## config.mk

```make
export PLATFORM = sky130hd
export DESIGN_NAME = quad_encoder_gen
export DESIGN_NICKNAME = d
export VERILOG_FILES = /design/src/rtl/quad_encoder_gen.sv
export SDC_FILE = /design/constraint.sdc
export NUM_CORES = 1
export LEC_CHECK = 0
export CORE_MARGIN = 2
export CORE_UTILIZATION = 26
export CTS_CLUSTER_DIAMETER = 150
export CTS_CLUSTER_SIZE = 40
export DETAILED_ROUTE_END_ITERATION = 6
export SLEW_MARGIN = 5
export SYNTH_ARGS = -nofsm -noshare
export SYNTH_HDL_FRONTEND = slang
export SYNTH_SLANG_ARGS = --single-unit
```

## constraint.sdc

```tcl
create_clock -name clk -period 2.9 [get_ports clk]
set_input_delay 0.29 -clock clk [delete_from_list [all_inputs] [get_ports clk]]
set_output_delay 0.29 -clock clk [all_outputs]
set_load 0.01 [all_outputs]
```

## src/rtl/quad_encoder_gen.sv

```systemverilog
// Quadrature x/y generator: turns (direction, step count) commands into timed
// Gray-code sequences that always start and end at the 11 detent.
module quad_encoder_gen #(
  parameter int CNT_WIDTH = 8,
  parameter int DIV_WIDTH = 16
) (
  input  logic                 clk,
  input  logic                 rst_n,
  input  logic                 cmd_valid_i,
  output logic                 cmd_ready_o,
  input  logic                 cmd_dir_i,
  input  logic [CNT_WIDTH-1:0] cmd_steps_i,
  input  logic [DIV_WIDTH-1:0] phase_len_i,
  output logic                 x_o,
  output logic                 y_o,
  output logic                 busy_o,
  output logic                 done_o,
  output logic [CNT_WIDTH-1:0] position_o
);

  typedef enum logic [2:0] {
    ST_IDLE = 3'd0,
    ST_ARM  = 3'd1,
    ST_P1   = 3'd2,
    ST_P2   = 3'd3,
    ST_P3   = 3'd4,
    ST_P4   = 3'd5
  } state_e;

  // x/y code for a phase; anything that is not P1..P3 rests at detent 11.
  function automatic logic [1:0] phase_xy(input state_e st, input logic up);
    logic [1:0] xy;
    case (st)
      ST_P1:   xy = up ? 2'b10 : 2'b01;
      ST_P2:   xy = 2'b00;
      ST_P3:   xy = up ? 2'b01 : 2'b10;
      default: xy = 2'b11;
    endcase
    return xy;
  endfunction

  logic [1:0]           rst_sync_q;
  logic                 rst_int_n;
  state_e               state_q;
  state_e               next_phase_s;
  logic                 dir_q;
  logic [CNT_WIDTH-1:0] steps_q;
  logic [DIV_WIDTH-1:0] len_m1_q;
  logic [DIV_WIDTH-1:0] timer_q;
  logic                 x_q;
  logic                 y_q;
  logic                 busy_q;
  logic                 done_q;
  logic                 ready_q;
  logic [CNT_WIDTH-1:0] pos_q;
  logic [DIV_WIDTH-1:0] len_m1_d;
  logic [CNT_WIDTH-1:0] pos_d;
  logic                 phase_end_s;
  logic                 last_step_s;

  // Reset asserts asynchronously but is released only after two clean clock edges.
  always_ff @(posedge clk or negedge rst_n) begin
    if (!rst_n) begin
      rst_sync_q <= 2'b00;
    end else begin
      rst_sync_q <= {rst_sync_q[0], 1'b1};
    end
  end

  assign rst_int_n = rst_sync_q[1];

  // Combinational helpers: clamped phase reload, next phase, position step.
  always_comb begin
    len_m1_d     = (phase_len_i < DIV_WIDTH'(2)) ? DIV_WIDTH'(1) : (phase_len_i - DIV_WIDTH'(1));
    pos_d        = dir_q ? (pos_q + CNT_WIDTH'(1)) : (pos_q - CNT_WIDTH'(1));
    phase_end_s  = (timer_q == '0);
    last_step_s  = (steps_q == CNT_WIDTH'(1));
    next_phase_s = ST_IDLE;
    case (state_q)
      ST_P1:   next_phase_s = ST_P2;
      ST_P2:   next_phase_s = ST_P3;
      ST_P3:   next_phase_s = ST_P4;
      default: next_phase_s = ST_IDLE;
    endcase
  end

  // Step sequencer: handshake, phase timing, position and all registered outputs.
  always_ff @(posedge clk or negedge rst_int_n) begin
    if (!rst_int_n) begin
      state_q  <= ST_IDLE;
      dir_q    <= 1'b0;
      steps_q  <= '0;
      len_m1_q <= '0;
      timer_q  <= '0;
      x_q      <= 1'b1;
      y_q      <= 1'b1;
      busy_q   <= 1'b0;
      done_q   <= 1'b0;
      ready_q  <= 1'b0;
      pos_q    <= '0;
    end else begin
      done_q <= 1'b0;
      case (state_q)
        ST_IDLE: begin
          x_q     <= 1'b1;
          y_q     <= 1'b1;
          busy_q  <= 1'b0;
          ready_q <= 1'b1;
          if (cmd_valid_i && ready_q) begin
            dir_q    <= cmd_dir_i;
            steps_q  <= cmd_steps_i;
            len_m1_q <= len_m1_d;
            ready_q  <= 1'b0;
            state_q  <= ST_ARM;
          end
        end
        // One settling cycle between acceptance and the first phase.
        ST_ARM: begin
          if (steps_q == '0) begin
            state_q <= ST_IDLE;
            done_q  <= 1'b1;
            ready_q <= 1'b1;
          end else begin
            state_q    <= ST_P1;
            {x_q, y_q} <= phase_xy(ST_P1, dir_q);
            busy_q     <= 1'b1;
            timer_q    <= len_m1_q;
          end
        end
        ST_P1, ST_P2, ST_P3: begin
          if (phase_end_s) begin
            state_q    <= next_phase_s;
            {x_q, y_q} <= phase_xy(next_phase_s, dir_q);
            timer_q    <= len_m1_q;
          end else begin
            timer_q <= timer_q - DIV_WIDTH'(1);
          end
        end
        ST_P4: begin
          if (phase_end_s) begin
            pos_q   <= pos_d;
            steps_q <= steps_q - CNT_WIDTH'(1);
            timer_q <= len_m1_q;
            if (last_step_s) begin
              state_q <= ST_IDLE;
              x_q     <= 1'b1;
              y_q     <= 1'b1;
              busy_q  <= 1'b0;
              done_q  <= 1'b1;
              ready_q <= 1'b1;
            end else begin
              state_q    <= ST_P1;
              {x_q, y_q} <= phase_xy(ST_P1, dir_q);
            end
          end else begin
            timer_q <= timer_q - DIV_WIDTH'(1);
          end
        end
        default: begin
          state_q <= ST_IDLE;
          x_q     <= 1'b1;
          y_q     <= 1'b1;
          busy_q  <= 1'b0;
          ready_q <= 1'b0;
        end
      endcase
    end
  end

  assign cmd_ready_o = ready_q;
  assign x_o         = x_q;
  assign y_o         = y_q;
  assign busy_o      = busy_q;
  assign done_o      = done_q;
  assign position_o  = pos_q;

endmodule

```

==> metrics.yaml, run 1 <==
layout.core_utilization_pct: 33.7
antenna_cells: 0
worstSetupPathType: "reg2reg"
worst_path_dominant_cell_family: "simple AND/OR/NAND/NOR gates"
totalNegativeSetupSlack_ps: 0
arrival_ps: 2510
yosys_register_bits: 59
cts-buffers-inserted: 9
initial_utilization_pct: 26.7
clkSlewWorstSetupHoldPaths_ps: 50
slowest_delay_ps: 580
grt_antenna_before_repair: 0
postCtsHoldBufs: 0
globalRoute.totalOverflow: 0
synth_top_cell_by_area: "sky130_fd_sc_hd__dfrtp_1"
design.die.area_sq_um: 14600
port-buffer-count: 40
detailed_place_hpwl_microns: 5810
filler_cell_count: 1380
yosysTopAreaCellShare_pct: 40.3
vias_in_the_first_global_route: 2874
final-instance-count-excl-fill: 615
route.detailed.vias_per_inst: 4.95
detail_route.first_pass.iterations: 4
critical_path.slowest_cell: "sky130_fd_sc_hd__nor4_1"
number_of_gates_resized_after_cts: 0
outcome: "finished, final reports clean"
post_synth_num_cell_types: 51
cts-root-buf: "sky130_fd_sc_hd__clkbuf_16"
synthesized_area_per_cell_sq_um: 9.05
synthesis.nets: 432
clock_insertion_delay_worst_skew_ps: 320
ios: 41
setup_viol_count_final: 0
synth_most_common_cell: "sky130_fd_sc_hd__dfrtp_1"
hold_violations: 0
power_density_nw_per_um2: 889
post_route_minimum_period_ps: 2310
final_net_count: 475
final_max_slew_viol_count: 0
yosysSeqAreaShare_pct: 41.8
grt_first_pass_wirelength_microns: 13800
yosysWarningCount: 0
clock_path_buffers: 2
drt-initial-drc-count: 183
power_leakage_nw: 1.82
crit_chain: "nor4_1 > nand3_1 > a31o_2 > and3_1 > a221o_1"
die_width_microns: 121
vdd_ir_drop_max_mv: 0.326
fmaxAchievable_ghz: 0.434
rsz0062_at_grt: "false"
max_slew.worst_pin.slew_ps: 809
worst-endpoint-required_ps: 3100
fp-row-count: 42
syn2layout_area_growth_pct: 26.0
worst_clock_skew_ps: 7.57
combined_buffer_and_inverter_count_along_the_critical_path: 0
drcViolationCount: 0
async_reset_ff_share_pct: 100
cap_violations: 0
grt.total_usage_pct: 11.8
synth-edff-count: 0
ys_top_cells_by_area: "sky130_fd_sc_hd__dfrtp_1, sky130_fd_sc_hd__o21ai_0, sky130_fd_sc_hd__nand2_1, sky130_fd_sc_hd__ha_1, sky130_fd_sc_hd__a21oi_1"
place.gp.congestion: 0.829
grt_max_degree: 58
numPlacedInstances: 599
vias: 3047
synth_common_cells: "sky130_fd_sc_hd__dfrtp_1, sky130_fd_sc_hd__o21ai_0, sky130_fd_sc_hd__nand2_1"
timing.slew.headroom_pct: 46.0
synthesis.area_sq_um: 3540
detail_route.wirelength_microns: 8030
drt.antenna.violating_nets: 0
ys.flop_type: "sky130_fd_sc_hd__dfrtp_1"
cts_num_sinks: 59
cts.repair_timing.setup_buffer_count: 0
worstSetupStartpointType: "flop"
drt-wirelength-per-cell_microns: 13.1
die_height_microns: 121
path_max_fanout: 18
layout_worst_path_cycle_share_pct: 79.5
critical_path.endpoint_type: "flop"
drive_above_1_share_pct: 10.7
synthesized_instance_count: 391
min-delay-path-class: "in2async"
design.core.area_sq_um: 13200
cts_tree: "built"
htreeDepth: 3
## area by class of cell
type | count | area [sq um] | area share, %
well taps | 176 | 220 | 4.94
repair buffers | 50 | 475 | 10.7
flip-flops and latches | 59 | 1480 | 33.2
clock buffers | 15 | 278 | 6.23
inverters | 12 | 45.0 | 1.01
clock inverters | 1 | 30.0 | 0.674
multi-input cells | 302 | 1930 | 43.3
## final timing paths
kind | startpoint | end | slack (ps) | depth (start not counted)
setup / recovery | steps_q[7]$_DFFE_PN0P_ | timer_q[14]$_DFFE_PN0P_ | 590 | 5
hold / removal | rst_n | rst_sync_q[0]$_DFF_PN0_ | 130 | 1
setup reg to reg | steps_q[7]$_DFFE_PN0P_ | timer_q[14]$_DFFE_PN0P_ | 590 | 5
hold reg to reg | rst_sync_q[0]$_DFF_PN0_ | rst_sync_q[1]$_DFF_PN0_ | 350 | 0
max in group asynchronous | rst_sync_q[1]$_DFF_PN0_ | timer_q[2]$_DFFE_PN0P_ | 2010 | 1
min in group clk | rst_sync_q[0]$_DFF_PN0_ | rst_sync_q[1]$_DFF_PN0_ | 350 | 0
## worst register-to-register path, stage by stage (launching register included)
cell	delay, ps
sky130_fd_sc_hd__dfrtp_1	390
sky130_fd_sc_hd__nor4_1	580
sky130_fd_sc_hd__nand3_1	300
sky130_fd_sc_hd__a31o_2	440
sky130_fd_sc_hd__and3_1	210
sky130_fd_sc_hd__a221o_1	260
## report_power, final
part	leakage [nW]	internal [W]	total, W	switching (W)
logic	0.939	0.000640	0.00140	0.000765
clock network	0.150	0.000735	0.00109	0.000350
registers	0.731	0.00115	0.00147	0.000325
## routing by layer
metal | global-route usage, % | routed length (microns) | vias up
li1 | - | - | 1524
met1 | 15.7 | 3770 | 1434
met2 | 18.6 | 3710 | 81
met3 | 2.55 | 426 | 8
met4 | 4.36 | 118 | 0
met5 | 0 | 0 | -
## metrics by stage
stage / hold WS (ps) / area, sq um / power [W] / setup WS, ps
2_1_floorplan: -5.59 / 3540 / 0.00246 / 899
3_3_place_gp: 338 / 4150 / 0.00283 / 387
3_5_place_dp: 343 / 4150 / 0.00288 / 329
4_1_cts: 122 / 4460 / 0.00400 / 602
5_1_grt: 132 / 4460 / 0.00427 / 343
6_report: 133 / 4460 / 0.00396 / 594
## state kept, by name (all words and copies together), names as in the netlist, 2 cells and up
register / count
position_o: 8
len_m1_q: 16
steps_q: 8
state_q: 3
timer_q: 16
rst_sync_q: 2
## kinds of logic (layout without fill, tap and decap cells)
family	after synthesis	after routing	synth area share (%)
buffers and inverters	30	78	3.68
muxes	11	11	3.22
AOI/OAI and AO/OA	126	126	22.8
adders and majority gates	13	13	4.81
xor gates and xnor gates	21	21	5.20
DFF	59	59	41.8
other	1	1	0.106
and+or+nand+nor	130	130	18.4
## placed cells by master, fill, tap and decap left out, types with 7 or more instances in the layout
cell type and instances:
sky130_fd_sc_hd__xor2_1 9, sky130_fd_sc_hd__inv_1 12, sky130_fd_sc_hd__o2bb2ai_1 9, sky130_fd_sc_hd__mux2i_1 8, sky130_fd_sc_hd__o21ai_0 42, sky130_fd_sc_hd__nand2_1 41, sky130_fd_sc_hd__ha_1 12, sky130_fd_sc_hd__nor2_1 23
sky130_fd_sc_hd__xnor2_1 12, sky130_fd_sc_hd__nor3_1 21, sky130_fd_sc_hd__clkdlybuf4s50_1 40, sky130_fd_sc_hd__buf_4 10, sky130_fd_sc_hd__dfrtp_1 56, sky130_fd_sc_hd__o21ai_2 10, sky130_fd_sc_hd__a21oi_1 29, sky130_fd_sc_hd__nor4_1 11
sky130_fd_sc_hd__clkbuf_16 9, sky130_fd_sc_hd__nand3_1 7
(Power assumes the default switching activity.)
==> run 2: changes to the inputs <==
Clock period 2.9 ns to 2 ns, I/O delays scaled along.
==> run 2 against run 1 <==
Via count rose by 7.4%. Clock skew fell by 1.6 ps. Clock power rose by 56%. Cell area rose by 12%. Sequential power rose by 39%. Register-to-register slack got worse by 510 ps. Wire length rose by 13%. First-iteration DRC count rose by 22%. Clock-buffer cell count fell by 3. Core utilization rose by 4.0 points. Critical path depth rose by 1. Highest routed layer unchanged. Worst setup slack got worse by 550 ps. Largest cell class unchanged.
==> metrics.yaml, run 2 (same netlist as run 1, synthesis figures left out) <==
cts_tree: "built"  # unchanged
grt_first_pass_wirelength_microns: 15400  # was 13800 microns
grt_max_degree: 58  # unchanged
drt.antenna.violating_nets: 0  # unchanged
hold_violations: 0  # unchanged
critical_path.endpoint_type: "flop"  # unchanged
worstSetupStartpointType: "input pin"  # was flop
final_max_slew_viol_count: 0  # unchanged
clock_path_buffers: 2  # unchanged
place.gp.congestion: 0.891  # was 0.829
clock_insertion_delay_worst_skew_ps: 330  # was 320 ps
worstSetupPathType: "in2reg"  # was reg2reg
mostFrequentLayoutCells: "sky130_fd_sc_hd__buf_4, sky130_fd_sc_hd__dfrtp_1, sky130_fd_sc_hd__nand2_1, sky130_fd_sc_hd__clkdlybuf4s50_1, sky130_fd_sc_hd__o21ai_0"  # was sky130_fd_sc_hd__dfrtp_1, sky130_fd_sc_hd__o21ai_0, sky130_fd_sc_hd__nand2_1, sky130_fd_sc_hd__clkdlybuf4s50_1, sky130_fd_sc_hd__a21oi_1
fmaxAchievable_ghz: 0.511
route.detailed.vias_per_inst: 4.90  # was 4.95
layout_commonest_cell: "sky130_fd_sc_hd__buf_4"  # was sky130_fd_sc_hd__dfrtp_1
timing.final.ws_setup_ps: 44.8  # was 594 ps
detail_route.wirelength_microns: 9090  # was 8030 microns
globalRoute.totalOverflow: 0  # unchanged
layout.core_utilization_pct: 37.6  # was 33.7%
outcome: "finished, final reports clean"  # unchanged
postCtsHoldBufs: 0  # unchanged
path_max_fanout: 5  # was 18
drt-initial-drc-count: 223  # was 183
initial_utilization_pct: 26.7  # unchanged
layout_top_registers: "len_m1_q x16, timer_q x16"  # unchanged
final_net_count: 527  # was 475
reg2reg_slack_ps: 80  # was 590 ps
layout_worst_path_cycle_share_pct: 97.8
drive_above_1_share_pct: 23.8  # was 10.7%
vias_in_the_first_global_route: 3273  # was 2874
cts_num_sinks: 59  # unchanged
cts-buffers-inserted: 9  # unchanged
crit_end: "len_m1_q[4]$_DFFE_PN0P_"  # was timer_q[14]$_DFFE_PN0P_
port-buffer-count: 40  # unchanged
worst_setup_path_startpoint: "phase_len_i[9]"  # was steps_q[7]$_DFFE_PN0P_
drcViolationCount: 0  # unchanged
postPlaceCellArea_sq_um: 4550  # was 4150 sq um
power_density_nw_per_um2: 1290  # was 889 nW/um^2
post_route_minimum_period_ps: 1960
detail_route.first_pass.iterations: 4  # unchanged
pre_cts_slack_ps: -374  # was 329 ps
design.die.area_sq_um: 14600  # unchanged
postLayoutCellArea_sq_um: 4980  # was 4460 sq um
cts-root-buf: "sky130_fd_sc_hd__clkbuf_16"  # unchanged
antenna_cells: 0  # unchanged
grt_antenna_before_repair: 0  # unchanged
r2r.worst_path.cells: 6  # was 5
syn2layout_area_growth_pct: 40.8  # was 26.0%
detailed_place_hpwl_microns: 6680  # was 5810 microns
min-delay-path-class: "in2async"  # unchanged
htreeDepth: 3  # unchanged
worst_clock_skew_ps: 5.99  # was 7.57 ps
timing.slew.headroom_pct: 62.4  # was 46.0%
r2r_end: "timer_q[14]$_DFFE_PN0P_"  # unchanged
clkSlewWorstSetupHoldPaths_ps: 50  # about the same
arrival_ps: 2170  # was 2510 ps
drt-wirelength-per-cell_microns: 13.6  # was 13.1 microns
setup_viol_count_final: 0  # unchanged
design.core.area_sq_um: 13200  # unchanged
worst-endpoint-required_ps: 2220  # was 3100 ps
grt.total_usage_pct: 13.2  # was 11.8%
cap_violations: 0  # unchanged
die_width_microns: 121  # unchanged
ios: 41  # unchanged
reg2reg_start: "steps_q[7]$_DFFE_PN0P_"  # unchanged
power_leakage_nw: 2.11  # was 1.82 nW
vdd_ir_drop_max_mv: 0.487  # was 0.326 mV
fp-row-count: 42  # unchanged
die_height_microns: 121  # unchanged
vias: 3271  # was 3047
max_slew.worst_pin.slew_ps: 563  # was 809 ps
[run 2: changes by cell type in the layout (fill, tap and decap cells not counted), sizes merged]
| cell | previous run | this run |
|---|---|---|
| clkinv | 0 | 1 |
| dlymetal6s2s | 0 | 1 |
| bufinv | 1 | 2 |
| buf | 10 | 62 |
| clkinvlp | 0 | 1 |
| clkbuf | 15 | 12 |
| clkdlybuf4s50 | 40 | 39 |
[run 2: layer usage]
layer  track usage, %  share of wire, %  wire [microns]  up-vias
li1                 -                 -               -     1618
met1             17.1                47            4270     1583
met2             21.0                47            4260       60
met3             2.64               4.3             395       10
met4             6.10               1.7             159        0
met5                0                 0               0        -
[run 2: worst min-delay path by stage]
stage | end | cells past startpoint
after detailed placement | len_m1_q[3]$_DFFE_PN0P_ | 1
after global routing | rst_sync_q[0]$_DFF_PN0_ | 1
after global placement | len_m1_q[5]$_DFFE_PN0P_ | 1
after CTS | rst_sync_q[0]$_DFF_PN0_ | 1
final | rst_sync_q[0]$_DFF_PN0_ | 1
after floorplan | rst_sync_q[0]$_DFF_PN0_ | 0
[run 2: timing repair]
item                                    in CTS  in global routing
cloned                                       0                  1
pin swaps                                    0                  2
setup buffers                                0                  0
endpoints found under the setup margin      25                 52
resized for setup                            7                 22
[run 2: final cells by class]
| type | count | area (sq um) |
|---|---|---|
| multi-input combinational | 302 | 2020 |
| inverter | 12 | 45.0 |
| tap | 176 | 220 |
| clock inverter | 4 | 72.6 |
| clock buffer | 12 | 256 |
| timing repair buffer | 102 | 888 |
| fill | 1361 | 8260 |
| sequential | 59 | 1480 |
[run 2: report_power, final]
group	total, W	internal (W)	switching (W)
clock	0.00170	0.00116	0.000546
sequential	0.00205	0.00166	0.000383
combinational	0.00270	0.00133	0.00137
total	0.00645	0.00415	0.00230
[run 2: worst max-delay path: stages]
cell                              delay, ps
sky130_fd_sc_hd__clkdlybuf4s50_1        420
sky130_fd_sc_hd__or4_4                  520
sky130_fd_sc_hd__or4_4                  460
sky130_fd_sc_hd__o31ai_4                280
sky130_fd_sc_hd__buf_4                  220
sky130_fd_sc_hd__o21ai_2                 60
[run 2: per-stage QoR]
| step | cells | setup TNS (ps) | hold slack [ps] | power [W] |
|---|---|---|---|---|
| 2_1_floorplan | 391 | 0 | -95.6 | 0.00357 |
| 3_3_place_gp | 650 | -5230 | 280 | 0.00454 |
| 3_5_place_dp | 650 | -6310 | 287 | 0.00463 |
| 4_1_cts | 666 | 0 | 19.7 | 0.00639 |
| 5_1_grt | 667 | -104 | 30.9 | 0.00689 |
| 6_report | 667 | 0 | 26.9 | 0.00645 |
==> run 3: changes to the inputs <==
Settings changed: SKIP_CTS_REPAIR_TIMING from default to 1.
==> run 3 against run 2 <==
Critical path type is now reg2reg. Sequential cell count unchanged. Critical path depth up 3. First-iteration DRC count up 8.1%. Via count up 0.49%. Largest cell class unchanged.
==> metrics.yaml, run 3 (same netlist as run 1, synthesis figures left out) <==
die_width_microns: 121  # unchanged
vdd_ir_drop_max_mv: 0.512  # was 0.487 mV
place.gp.congestion: 0.891  # unchanged
cts-buffers-inserted: 9  # unchanged
layout_commonest_cell: "sky130_fd_sc_hd__buf_4"  # unchanged
timing.slew.headroom_pct: 62.8  # was 62.4%
timing.final.ws_setup_ps: 37.6  # was 44.8 ps
syn2layout_area_growth_pct: 40.4  # was 40.8%
clkSlewWorstSetupHoldPaths_ps: 50  # about the same
route.detailed.vias_per_inst: 4.93  # was 4.90
post_route_minimum_period_ps: 1960  # about the same
layout_worst_path_cycle_share_pct: 98.1  # was 97.8%
totalNegativeSetupSlack_ps: 0  # unchanged
path_max_fanout: 8  # was 5
fp-row-count: 42  # unchanged
drt.antenna.violating_nets: 0  # unchanged
mostFrequentLayoutCells: "sky130_fd_sc_hd__buf_4, sky130_fd_sc_hd__dfrtp_1, sky130_fd_sc_hd__nand2_1, sky130_fd_sc_hd__o21ai_0, sky130_fd_sc_hd__clkdlybuf4s50_1"  # was sky130_fd_sc_hd__buf_4, sky130_fd_sc_hd__dfrtp_1, sky130_fd_sc_hd__nand2_1, sky130_fd_sc_hd__clkdlybuf4s50_1, sky130_fd_sc_hd__o21ai_0
detailed_place_hpwl_microns: 6680  # unchanged
grt_max_degree: 58  # unchanged
whs_ps: 25.1  # was 26.9 ps
max_slew.worst_pin.slew_ps: 556  # was 563 ps
port-buffer-count: 40  # unchanged
antenna_cells: 0  # unchanged
cts-root-buf: "sky130_fd_sc_hd__clkbuf_16"  # unchanged
detail_route.wirelength_microns: 9050  # was 9090 microns
ios: 41  # unchanged
power_density_nw_per_um2: 1290  # about the same
min-delay-path-class: "in2async"  # unchanged
pre_cts_slack_ps: -374  # unchanged
slowest_delay_ps: 370  # was 520 ps
fmaxAchievable_ghz: 0.510  # was 0.511 GHz
critical_path.slowest_cell: "sky130_fd_sc_hd__dfrtp_1"  # was sky130_fd_sc_hd__or4_4
worst_setup_path_startpoint: "timer_q[1]$_DFFE_PN0P_"  # was phase_len_i[9]
drcViolationCount: 0  # unchanged
timing.critical_path.mode_cell: "sky130_fd_sc_hd__buf_4"  # was sky130_fd_sc_hd__or4_4
vias: 3287  # was 3271
htreeDepth: 3  # unchanged
reg2reg_start: "timer_q[1]$_DFFE_PN0P_"  # was steps_q[7]$_DFFE_PN0P_
die_height_microns: 121  # unchanged
grt_first_pass_wirelength_microns: 15200  # was 15400 microns
drt-initial-drc-count: 241  # was 223
globalRoute.totalOverflow: 0  # unchanged
power_leakage_nw: 2.11  # about the same
r2r.worst_path.cells: 9  # was 6
drt-wirelength-per-cell_microns: 13.6  # about the same
grt.total_usage_pct: 13.0  # was 13.2%
crit_end: "position_o[3]$_DFFE_PN0P_"  # was len_m1_q[4]$_DFFE_PN0P_
final_max_slew_viol_count: 0  # unchanged
worstSetupStartpointType: "flop"  # was input pin
worst-endpoint-required_ps: 2210  # was 2220 ps
hold_violations: 0  # unchanged
worstSetupPathType: "reg2reg"  # was in2reg
setup_viol_count_final: 0  # unchanged
design.core.area_sq_um: 13200  # unchanged
cts_tree: "built"  # unchanged
clock_insertion_delay_worst_skew_ps: 330  # about the same
drive_above_1_share_pct: 23.6  # was 23.8%
grt_antenna_before_repair: 0  # unchanged
layout_top_registers: "len_m1_q x16, timer_q x16"  # unchanged
arrival_ps: 2170  # about the same
reg2reg_slack_ps: 40  # was 80 ps
design.die.area_sq_um: 14600  # unchanged
layout.core_utilization_pct: 37.5  # was 37.6%
r2r_end: "position_o[3]$_DFFE_PN0P_"  # was timer_q[14]$_DFFE_PN0P_
crit_chain: "inv_1 > ha_1 > nor4b_2 > and4_4 > buf_4 > nand2_2 > buf_4 > nand2_1 > o21ai_0"  # was clkdlybuf4s50_1 > or4_4 > or4_4 > o31ai_4 > buf_4 > o21ai_2
cts_num_sinks: 59  # unchanged
worst_clock_skew_ps: 6.51  # was 5.99 ps
cap_violations: 0  # unchanged
power_w: 0.00641  # was 0.00645 W
vias_in_the_first_global_route: 3258  # was 3273
final_net_count: 527  # unchanged
clock_path_buffers: 2  # unchanged
outcome: "finished, final reports clean"  # unchanged
detail_route.first_pass.iterations: 4  # unchanged
critical_path.endpoint_type: "flop"  # unchanged
initial_utilization_pct: 26.7  # unchanged
## run 3: cell types whose count changed in the layout (fill, tap and decap cells not counted)
cell                       delta
sky130_fd_sc_hd__a211oi_1     +1
sky130_fd_sc_hd__nor4b_4      -1
sky130_fd_sc_hd__a211oi_2     -1
sky130_fd_sc_hd__o21ai_1      -1
sky130_fd_sc_hd__o21ai_0      +1
sky130_fd_sc_hd__nor4b_2      +1
## run 3: routing by layer
layer	track usage, %	wire length (microns)	share of wire (%)
met4	6.18	184	2.0
met3	2.78	412	4.6
met5	0	0	0
met2	20.4	4320	48
met1	17.0	4130	46
## run 3: critical path, delay by kind of cell (launching register included)
family,cells,cell delay [ps]
DFF,1,370
adders and majority gates,1,140
AOI/OAI and AO/OA,1,80
buffers and inverters,3,460
and+or+nand+nor,4,800
## run 3: per-stage QoR
stage / cells / instance area, sq um
after global routing: 667 / 4970
final: 667 / 4970
after floorplan: 391 / 3540
after global placement: 650 / 4550
after CTS: 666 / 4880
after detailed placement: 650 / 4550
## run 3: power breakdown
group	leakage, nW	internal, W	switching [W]
sequential	0.731	0.00166	0.000373
clock	0.159	0.00116	0.000546
combinational	1.22	0.00132	0.00136
## run 3: cell type report
cell class              instances  area [sq um]
clock buffers                  12           256
clock inverters                 4          72.6
fillers                      1362          8280
inverters                      12          45.0
multi-input cells             302          2000
flip-flops and latches         59          1480
well taps                     176           220
repair buffers                102           888
## run 3: worst min path at each step
| stage | startpoint | end | depth (start not counted) |
|---|---|---|---|
| after global placement | rst_sync_q[1]$_DFF_PN0_ | len_m1_q[5]$_DFFE_PN0P_ | 1 |
| after global routing | rst_n | rst_sync_q[0]$_DFF_PN0_ | 1 |
| after detailed placement | rst_sync_q[1]$_DFF_PN0_ | len_m1_q[3]$_DFFE_PN0P_ | 1 |
| after floorplan | rst_n | rst_sync_q[0]$_DFF_PN0_ | 0 |
| final | rst_n | rst_sync_q[0]$_DFF_PN0_ | 1 |
| after CTS | rst_n | rst_sync_q[0]$_DFF_PN0_ | 1 |
